==> config.mk <==
export PLATFORM = sky130hd
export DESIGN_NAME = alaw_pcm_serializer
export DESIGN_NICKNAME = d
export VERILOG_FILES = /design/src/rtl/alaw_pcm_serializer.sv
export SDC_FILE = /design/constraint.sdc
export NUM_CORES = 1
export LEC_CHECK = 0
export ABC_AREA = 1
export CAP_MARGIN = 20
export CORE_MARGIN = 10
export CORE_UTILIZATION = 30
export CTS_CLUSTER_SIZE = 20
export DETAILED_ROUTE_END_ITERATION = 12
export GPL_TIMING_DRIVEN = 0
export SETUP_SLACK_MARGIN = 0.4
export SLEW_MARGIN = 10
export SYNTH_ARGS = -nofsm -noshare
export SYNTH_HDL_FRONTEND = slang
export SYNTH_SLANG_ARGS = --single-unit
==> constraint.sdc <==
create_clock -name clk -period 3.3 [get_ports clk]
set_input_delay 0.495 -clock clk [delete_from_list [all_inputs] [get_ports clk]]
set_output_delay 0.495 -clock clk [all_outputs]
set_load 0.05 [all_outputs]
==> src/rtl/alaw_pcm_serializer.sv <==
// alaw_pcm_serializer
//
// Downstream stage of the A-law coder. Codes arrive over a valid/ready
// handshake, wait in a small FIFO, receive the G.711 even-bit inversion and
// leave MSB-first on a framed serial PCM line whose bit clock and frame sync
// are generated here from the system clock.
//
// Ports:
//   clk, rst_n      system clock (rising edge) and asynchronous active-low reset
//   in_alaw[7:0]    A-law code {sign, seg[2:0], mant[3:0]}
//   in_valid        in_alaw is valid this cycle
//   in_ready        FIFO can accept a code (not full)
//   en              serializer run request, sampled at frame boundaries
//   clr_underrun    single-cycle pulse clearing the underrun flag
//   pcm_sclk        serial bit clock (high for the first half of each bit)
//   pcm_fsync       frame sync, high for the whole of bit 0
//   pcm_dout        serial data, changes on the sclk rising edge
//   underrun        sticky: a frame started while the FIFO was empty
//   fifo_level      current FIFO occupancy
module alaw_pcm_serializer #(
  parameter int CLK_DIV     = 4,
  parameter int FRAME_BITS  = 8,
  parameter int FIFO_DEPTH  = 4,
  parameter int INVERT_EVEN = 1
) (
  input  logic                            clk,
  input  logic                            rst_n,
  input  logic [7:0]                      in_alaw,
  input  logic                            in_valid,
  output logic                            in_ready,
  input  logic                            en,
  input  logic                            clr_underrun,
  output logic                            pcm_sclk,
  output logic                            pcm_fsync,
  output logic                            pcm_dout,
  output logic                            underrun,
  output logic [$clog2(FIFO_DEPTH):0]     fifo_level
);

  localparam int PTR_W = $clog2(FIFO_DEPTH);
  localparam int LVL_W = PTR_W + 1;
  localparam int DIV_W = $clog2(CLK_DIV);
  // One extra bit so the "data bits" limit of 8 is representable even when
  // FRAME_BITS is exactly 8.
  localparam int BIT_W = $clog2(FRAME_BITS + 1);

  localparam logic [DIV_W-1:0] DIV_MAX   = DIV_W'(CLK_DIV - 1);
  localparam logic [DIV_W-1:0] DIV_HALF  = DIV_W'(CLK_DIV / 2);
  localparam logic [BIT_W-1:0] BIT_MAX   = BIT_W'(FRAME_BITS - 1);
  localparam logic [BIT_W-1:0] DATA_BITS = BIT_W'(8);
  localparam logic [LVL_W-1:0] FULL_LVL  = LVL_W'(FIFO_DEPTH);
  localparam logic [7:0]       INV_MASK  = (INVERT_EVEN != 0) ? 8'h55 : 8'h00;
  localparam logic [7:0]       IDLE_CODE = 8'hD5;

  typedef enum logic {IDLE, RUN} state_e;

  state_e            state_q, state_d;
  logic [DIV_W-1:0]  div_cnt_q, div_cnt_d;
  logic [BIT_W-1:0]  bit_cnt_q, bit_cnt_d;
  logic [7:0]        shreg_q, shreg_d;
  logic              sclk_q, sclk_d;
  logic              fsync_q, fsync_d;
  logic              dout_q, dout_d;
  logic              underrun_q, underrun_d;

  logic [7:0]        mem_q [FIFO_DEPTH];
  logic [PTR_W-1:0]  wr_ptr_q, wr_ptr_d;
  logic [PTR_W-1:0]  rd_ptr_q, rd_ptr_d;
  logic [LVL_W-1:0]  count_q, count_d;

  logic push, pop, fifo_empty, tick, boundary, frame_start;

  assign in_ready   = (count_q != FULL_LVL);
  assign fifo_level = count_q;
  assign pcm_sclk   = sclk_q;
  assign pcm_fsync  = fsync_q;
  assign pcm_dout   = dout_q;
  assign underrun   = underrun_q;

  always_comb begin
    push        = in_valid && in_ready;
    fifo_empty  = (count_q == '0);
    tick        = (state_q == RUN) && (div_cnt_q == DIV_MAX);
    boundary    = tick && (bit_cnt_q == BIT_MAX);
    // A frame starts either from IDLE or straight at a boundary, so
    // back-to-back frames have no gap clock.
    frame_start = en && ((state_q == IDLE) || boundary);
    // Emptiness is judged on registered state: a code pushed in this very
    // cycle is not visible to a frame starting now.
    pop         = frame_start && !fifo_empty;

    state_d    = state_q;
    div_cnt_d  = div_cnt_q;
    bit_cnt_d  = bit_cnt_q;
    shreg_d    = shreg_q;
    underrun_d = underrun_q;

    if (frame_start) begin
      state_d   = RUN;
      div_cnt_d = '0;
      bit_cnt_d = '0;
      shreg_d   = fifo_empty ? IDLE_CODE : (mem_q[rd_ptr_q] ^ INV_MASK);
    end else if (boundary) begin
      state_d   = IDLE;
      div_cnt_d = '0;
      bit_cnt_d = '0;
    end else if (state_q == RUN) begin
      if (tick) begin
        div_cnt_d = '0;
        bit_cnt_d = bit_cnt_q + 1'b1;
        shreg_d   = {shreg_q[6:0], 1'b0};
      end else begin
        div_cnt_d = div_cnt_q + 1'b1;
      end
    end

    // Setting wins over a coincident clear.
    if (frame_start && fifo_empty) begin
      underrun_d = 1'b1;
    end else if (clr_underrun) begin
      underrun_d = 1'b0;
    end

    // Serial outputs are decoded from next-state values so the registered
    // pins line up with the counters they describe.
    sclk_d  = (state_d == RUN) && (div_cnt_d < DIV_HALF);
    fsync_d = (state_d == RUN) && (bit_cnt_d == '0);
    dout_d  = (state_d == RUN) && (bit_cnt_d < DATA_BITS) && shreg_d[7];

    wr_ptr_d = push ? wr_ptr_q + 1'b1 : wr_ptr_q;
    rd_ptr_d = pop  ? rd_ptr_q + 1'b1 : rd_ptr_q;
    count_d  = count_q;
    if (push && !pop) begin
      count_d = count_q + 1'b1;
    end else if (pop && !push) begin
      count_d = count_q - 1'b1;
    end
  end

  // Control, counters, shift register and registered serial outputs.
  always_ff @(posedge clk or negedge rst_n) begin
    if (!rst_n) begin
      state_q    <= IDLE;
      div_cnt_q  <= '0;
      bit_cnt_q  <= '0;
      shreg_q    <= '0;
      sclk_q     <= 1'b0;
      fsync_q    <= 1'b0;
      dout_q     <= 1'b0;
      underrun_q <= 1'b0;
      wr_ptr_q   <= '0;
      rd_ptr_q   <= '0;
      count_q    <= '0;
    end else begin
      state_q    <= state_d;
      div_cnt_q  <= div_cnt_d;
      bit_cnt_q  <= bit_cnt_d;
      shreg_q    <= shreg_d;
      sclk_q     <= sclk_d;
      fsync_q    <= fsync_d;
      dout_q     <= dout_d;
      underrun_q <= underrun_d;
      wr_ptr_q   <= wr_ptr_d;
      rd_ptr_q   <= rd_ptr_d;
      count_q    <= count_d;
    end
  end

  // FIFO storage needs no reset; occupancy is tracked by the pointers.
  always_ff @(posedge clk) begin
    if (push) begin
      mem_q[wr_ptr_q] <= in_alaw;
    end
  end

endmodule

* Yosys cells after proc, flatten, opt, wreduce, memory -nomap -nowiden *
Memories as Yosys holds them, arrays and structs flattened.
Cells that the tools add are included.

operators by class
  $add $sub $neg = 6
  multipliers = 0
  divide/modulo/power cells = 0
  order comparisons = 2
  eq/ne operators = 4
  shifts and indexed selects = 0
  muxes and demuxes = 21
  bitwise gates (word level) = 2
  reduce and logical (&&, ||, !) cells = 23

operator list
  cell                                                                      number
  8-bit two-way mux                                                         5
  4-bit two-way mux                                                         4
  1-bit logical AND                                                         12
  2-bit two-way mux                                                         4
  2-bit nonzero test                                                        4
  2-bit by 1-bit adder with 2-bit output (second input constant)            3
  1-bit two-way mux                                                         6
  3-bit two-way mux                                                         2
  4-bit by 1-bit adder with 4-bit output (second input constant)            1
  4-bit by 3-bit == test with 1-bit output (second input constant)          1
  4-bit zero test                                                           1
  4-bit less-than comparator (second input constant)                        1
  4-bit NOT                                                                 1
  3-bit by 1-bit adder with 3-bit output (second input constant)            1
  1-bit zero test                                                           3
  3-bit zero test                                                           1
  3-bit inequality test (second input constant)                             1
  3-bit AND reduction                                                       1
  3-bit by 1-bit subtractor with 3-bit output (second input constant)       1
  2-bit == test (second input constant)                                     1
  2-bit less-than comparator (second input constant)                        1
  2-bit by 1-bit inequality test with 1-bit output (second input constant)  1
  1-bit logical OR                                                          1
  1-bit NOT                                                                 1

storage, ports and cells
  register bits = 26
  bits in latches = 0
  memory bits (writable) = 32
  bits in read-only memories = 0
  bits of input ports = 13
  logic and storage cells = 71
  memories = 1

memories
  name   words  width  read ports  clocked after Yosys merged registers in  wr ports  RTL line  source
  mem_q  4      8      1           0                                        1         66        logic [7:0] mem_q [FIFO_DEPTH];

* Logic depth before layout (Yosys ltp) *
  word-level depth = 9
  mapped depth = 13
  gate-level depth less buffers = 13

* Worst setup path after synthesis *
Ideal clock, no wire load.

  path type = flip-flop to flip-flop
  start point = reg count_q[0], in the netlist fifo_level[0]
  end point = reg count_q[2], in the netlist fifo_level[2]
  arrival time = 2.454 ns
  path slack = 0.701 ns
  cell stages (with the launch flop) = 12
  buffers on the path = 0
  period minus slack after synthesis = 2.599 ns
  path through = dfrtp_1 -> inv_1 -> nand3_1 -> nand2_1 -> inv_1 -> ha_1 -> inv_1 -> fa_1 -> nor2_1 -> nor2_1 -> nand2_1 -> xnor2_1

between the ends
  elaborated cells on any way between the ends = 14
  classes of those cells = add/sub (2); eq/ne (1); mux (2); reduce/logical (9)

RTL lines
  element                              RTL line  source
  start, declared                      69        logic [LVL_W-1:0] count_q, count_d;
  start signal, assigned               165       count_q <= count_d;
  3-bit inequality test (*)            73        assign in_ready = (count_q != FULL_LVL);
  via in_ready                         30        output logic in_ready,
  1-bit logical AND (*)                81        push = in_valid && in_ready;
  via push                             71        logic push, pop, fifo_empty, tick, boundary, frame_start;
  1-bit zero test                      135       end else if (pop && !push) begin
  1-bit logical AND                    135
  2-bit nonzero test (no source line)  -

Mark *: on every way through the listed nets, which the timed path passes. The rest lies on a longest branch. The select of a mux whose other input is x is not followed.
A chain may end at the register's enable or synchronous reset.

* Worst setup path after layout *
  start point = reg div_cnt_q[0]
  end point = reg count_q[1], in the netlist fifo_level[1]

between the ends
  cells in the longest elaborated chain, start to end = 9
  elaborated cells on any way between the ends = 11
  classes of those cells = eq/ne (1); mux (1); reduce/logical (9)

ends and longest elaborated chain
  element                 RTL line  source
  start, declared         58        logic [DIV_W-1:0] div_cnt_q, div_cnt_d;
  start signal, assigned  156       div_cnt_q <= div_cnt_d;
  2-bit == test           83        tick = (state_q == RUN) && (div_cnt_q == DIV_MAX);
  1-bit logical AND       83
  1-bit logical AND       84        boundary = tick && (bit_cnt_q == BIT_MAX);
  1-bit logical OR        87        frame_start = en && ((state_q == IDLE) || boundary);
  1-bit logical AND       87
  1-bit logical AND       90        pop = frame_start && !fifo_empty;
  1-bit zero test         133       if (push && !pop) begin
  1-bit logical AND       133
  3-bit two-way mux       133
  via count_d[1]          69

The timed path passes the listed nets, and every way through them passes these cells.

==> flow_metrics.env <==
export IMPL_hold_buffers=0
export IMPL_slew_violations=0
export IMPL_ys_ff_latch=58
export IMPL_synth_area_leader_cell="edfxtp_1"
export IMPL_grtUsageTotal_pct=8.78
export IMPL_synth_edf_count=32
export IMPL_start_util_pct=30.8
export IMPL_required_ps=3520
export IMPL_antenna_found_initial=0
export IMPL_final_min_clock_period_ps=2330
export IMPL_areaGrowthSynthToFinish_pct=22.0
export IMPL_portBuffers=20
export IMPL_cts_setup_buffers=0
export IMPL_fin_cells=407
export IMPL_grt_pass1_vias=1903
export IMPL_pin_count=21
export IMPL_outcome="finished, final reports clean"
export IMPL_synthTopCellsByArea="edfxtp_1, dfrtp_1, nand2_1"
export IMPL_yosys_top_cells_count="nand2_1, edfxtp_1, inv_1, nand3_1"
export IMPL_vias_per_cell=4.47
export IMPL_drc_errors=0
export IMPL_async_reset_ff_share_pct=44.8
export IMPL_finalSetupViolCount=0
export IMPL_yosys_warnings=0
export IMPL_cellPowerDensity_nw_per_um2=866
export IMPL_drtIter0Drc=51
export IMPL_cellLeakagePower_nw=1.45
export IMPL_synthCells=262
export IMPL_grtUsageMet1_pct=10.4
export IMPL_critPathKind="reg -> reg"
export IMPL_avgSynthCellArea_um2=10.2
export IMPL_drt_pass1_iter_count=4
export IMPL_synth_most_common_cell="nand2_1"
export IMPL_numCtsBuffers=9
export IMPL_synth_seq_area_share_pct=60.1
export IMPL_seq_area_um2=1610
export IMPL_drive_gt1_share_pct=11.4
export IMPL_post_drt_wl_per_cell_um=12.8
export IMPL_busiest_layer="met2"
export IMPL_placedCellCount=391
export IMPL_hold_violations=0
export IMPL_synth_top_area_share_pct=35.8
export IMPL_rsz0062_at_grt="false"
export IMPL_p_total_mw=2.83
export IMPL_place_congestion=0.803
export IMPL_critPathLaunchType="flop"
export IMPL_cts_buffer_depth=2
export IMPL_fp_row_count=34
export IMPL_root_buffer="clkbuf_8"
export IMPL_post_route_period_util_pct=70.7
export IMPL_wirelength_mm=5.21
export IMPL_tns_ps=0
export IMPL_cts_repair_resized=0
export IMPL_grt_max_degree=17
export IMPL_end_kind="flop"
export IMPL_hpwl_mm=3.69
export IMPL_netlist_area_um2=2680
export IMPL_grt_util_met3_pct=4.19
export IMPL_drtAntennaViolNets=0
export IMPL_core_um2=8720
export IMPL_worstMarginPinSlew_ps=775
export IMPL_antenna_cells=0
export IMPL_n_fill_cell=859
export IMPL_use_met2_pct=13.5
export IMPL_grt_overflow=0
export IMPL_synthDistinctLibCells=31
export IMPL_peakVddDrop_mv=0.312
export IMPL_clkSinkCount=58
export IMPL_nNetsFinal=315
export IMPL_hold_path_class="reg -> reg"
export IMPL_cts_tree="done"
export IMPL_clock_latency_ps=340
export IMPL_reg2reg_slack_ps=970
export IMPL_die_y_um=115
export IMPL_clk_pin_slew_worst_paths_ps=70
export IMPL_synth_flop_cell="edfxtp_1"
export IMPL_path_max_fanout=7
export IMPL_multiInputGateArea_um2=918
export IMPL_syn_nets=283
export IMPL_die_width_um=115
export IMPL_cp_data_arrival_time_ps=2550
export IMPL_fin_worst_skew_ps=5.90
export IMPL_htreeDepth=3
export IMPL_fmax_ghz=0.429
export IMPL_slew_headroom_pct=48.2
export IMPL_grt_pass1_wl_mm=9.04
export IMPL_die_area_um2=13100
export IMPL_num_vias=1821
export IMPL_drv_cap=0
## worst max-delay path, stage by stage, from the launching register on
cell	delay, ps
dfrtp_1	380
ha_1	360
nand3_4	160
o21ai_4	190
nand2_4	100
nor2_8	130
inv_2	50
ha_1	170
inv_1	100
fa_1	420
nor2_1	100
a21oi_1	50
## final cells by class
type | count | share of cell area (%)
clock buffer | 9 | 3.79
sequential | 58 | 49.3
tap | 108 | 4.13
clock inverter | 7 | 3.14
timing repair buffer | 21 | 6.96
multi-input combinational | 169 | 28.1
buffer | 6 | 1.34
inverter | 29 | 3.33
## sequential cells by signal, summed over array words and instances (netlist names)
signal      cells
underrun        1
div_cnt_q       2
bit_cnt_q       4
state_q         1
pcm_fsync       1
fifo_level      3
wr_ptr_q        2
pcm_dout        1
rd_ptr_q        2
mem_q          32
pcm_sclk        1
shreg_q         8
## layout by cell type, fill, tap and decap left out, drive strengths merged
master and count:
nand2 67, edfxtp 32, nor2 30, inv 29, nand3 28, dfrtp 26
clkdlybuf4s50 20, o21ai 20, clkbuf 9, ha 7, buf 7, clkinv 4
xnor2 3, a21oi 3, xor2 3, bufinv 2, nor3 2, o211ai 1
mux2i 1, o21bai 1, o22ai 1, o31ai 1, fa 1, clkinvlp 1
## cell families (layout without fill, tap and decap cells)
family / count (synthesis) / after routing / share of synthesized area (%)
AO/OA/AOI/OAI: 27 / 27 / 5.78
XOR/XNOR: 6 / 6 / 1.96
adder cells (fa/ha/maj): 8 / 8 / 4.01
buffers and inverters: 35 / 72 / 5.69
flip-flops: 58 / 58 / 60.1
multiplexers: 1 / 1 / 0.373
AND/OR/NAND/NOR: 127 / 127 / 22.1
## through the flow
step	worst slack (ps)	area [um^2]	util, %	hold slack [ps]
after global placement	1010	3020	34.6	488
after global routing	735	3270	37.5	528
after floorplan	701	2680	-	199
after detailed placement	968	3050	34.9	489
after CTS	932	3270	37.5	502
final	967	3270	37.5	498
## per-layer routing
layer | up-vias | share of wire (%)
met2 | 37 | 48
met5 | - | 0
met3 | 8 | 6.3
met1 | 854 | 45
li1 | 922 | -
met4 | 0 | 1.2
## power by group
part	leakage, nW	internal [mW]	switching [mW]
sequential	0.620	0.981	0.117
combinational	0.717	0.349	0.655
clock	0.110	0.431	0.301
## final timing paths
kind / start / end / cells past startpoint
max: div_cnt_q[0] / fifo_level[1] / 11
min: div_cnt_q[0] / div_cnt_q[0] / 1
max reg2reg: div_cnt_q[0] / fifo_level[1] / 11
min reg2reg: div_cnt_q[0] / div_cnt_q[0] / 1
max in group asynchronous: rst_n / fifo_level[1] / 2
min in group asynchronous: rst_n / bit_cnt_q[3] / 1
Note: power is estimated with default switching activity, not from simulation.
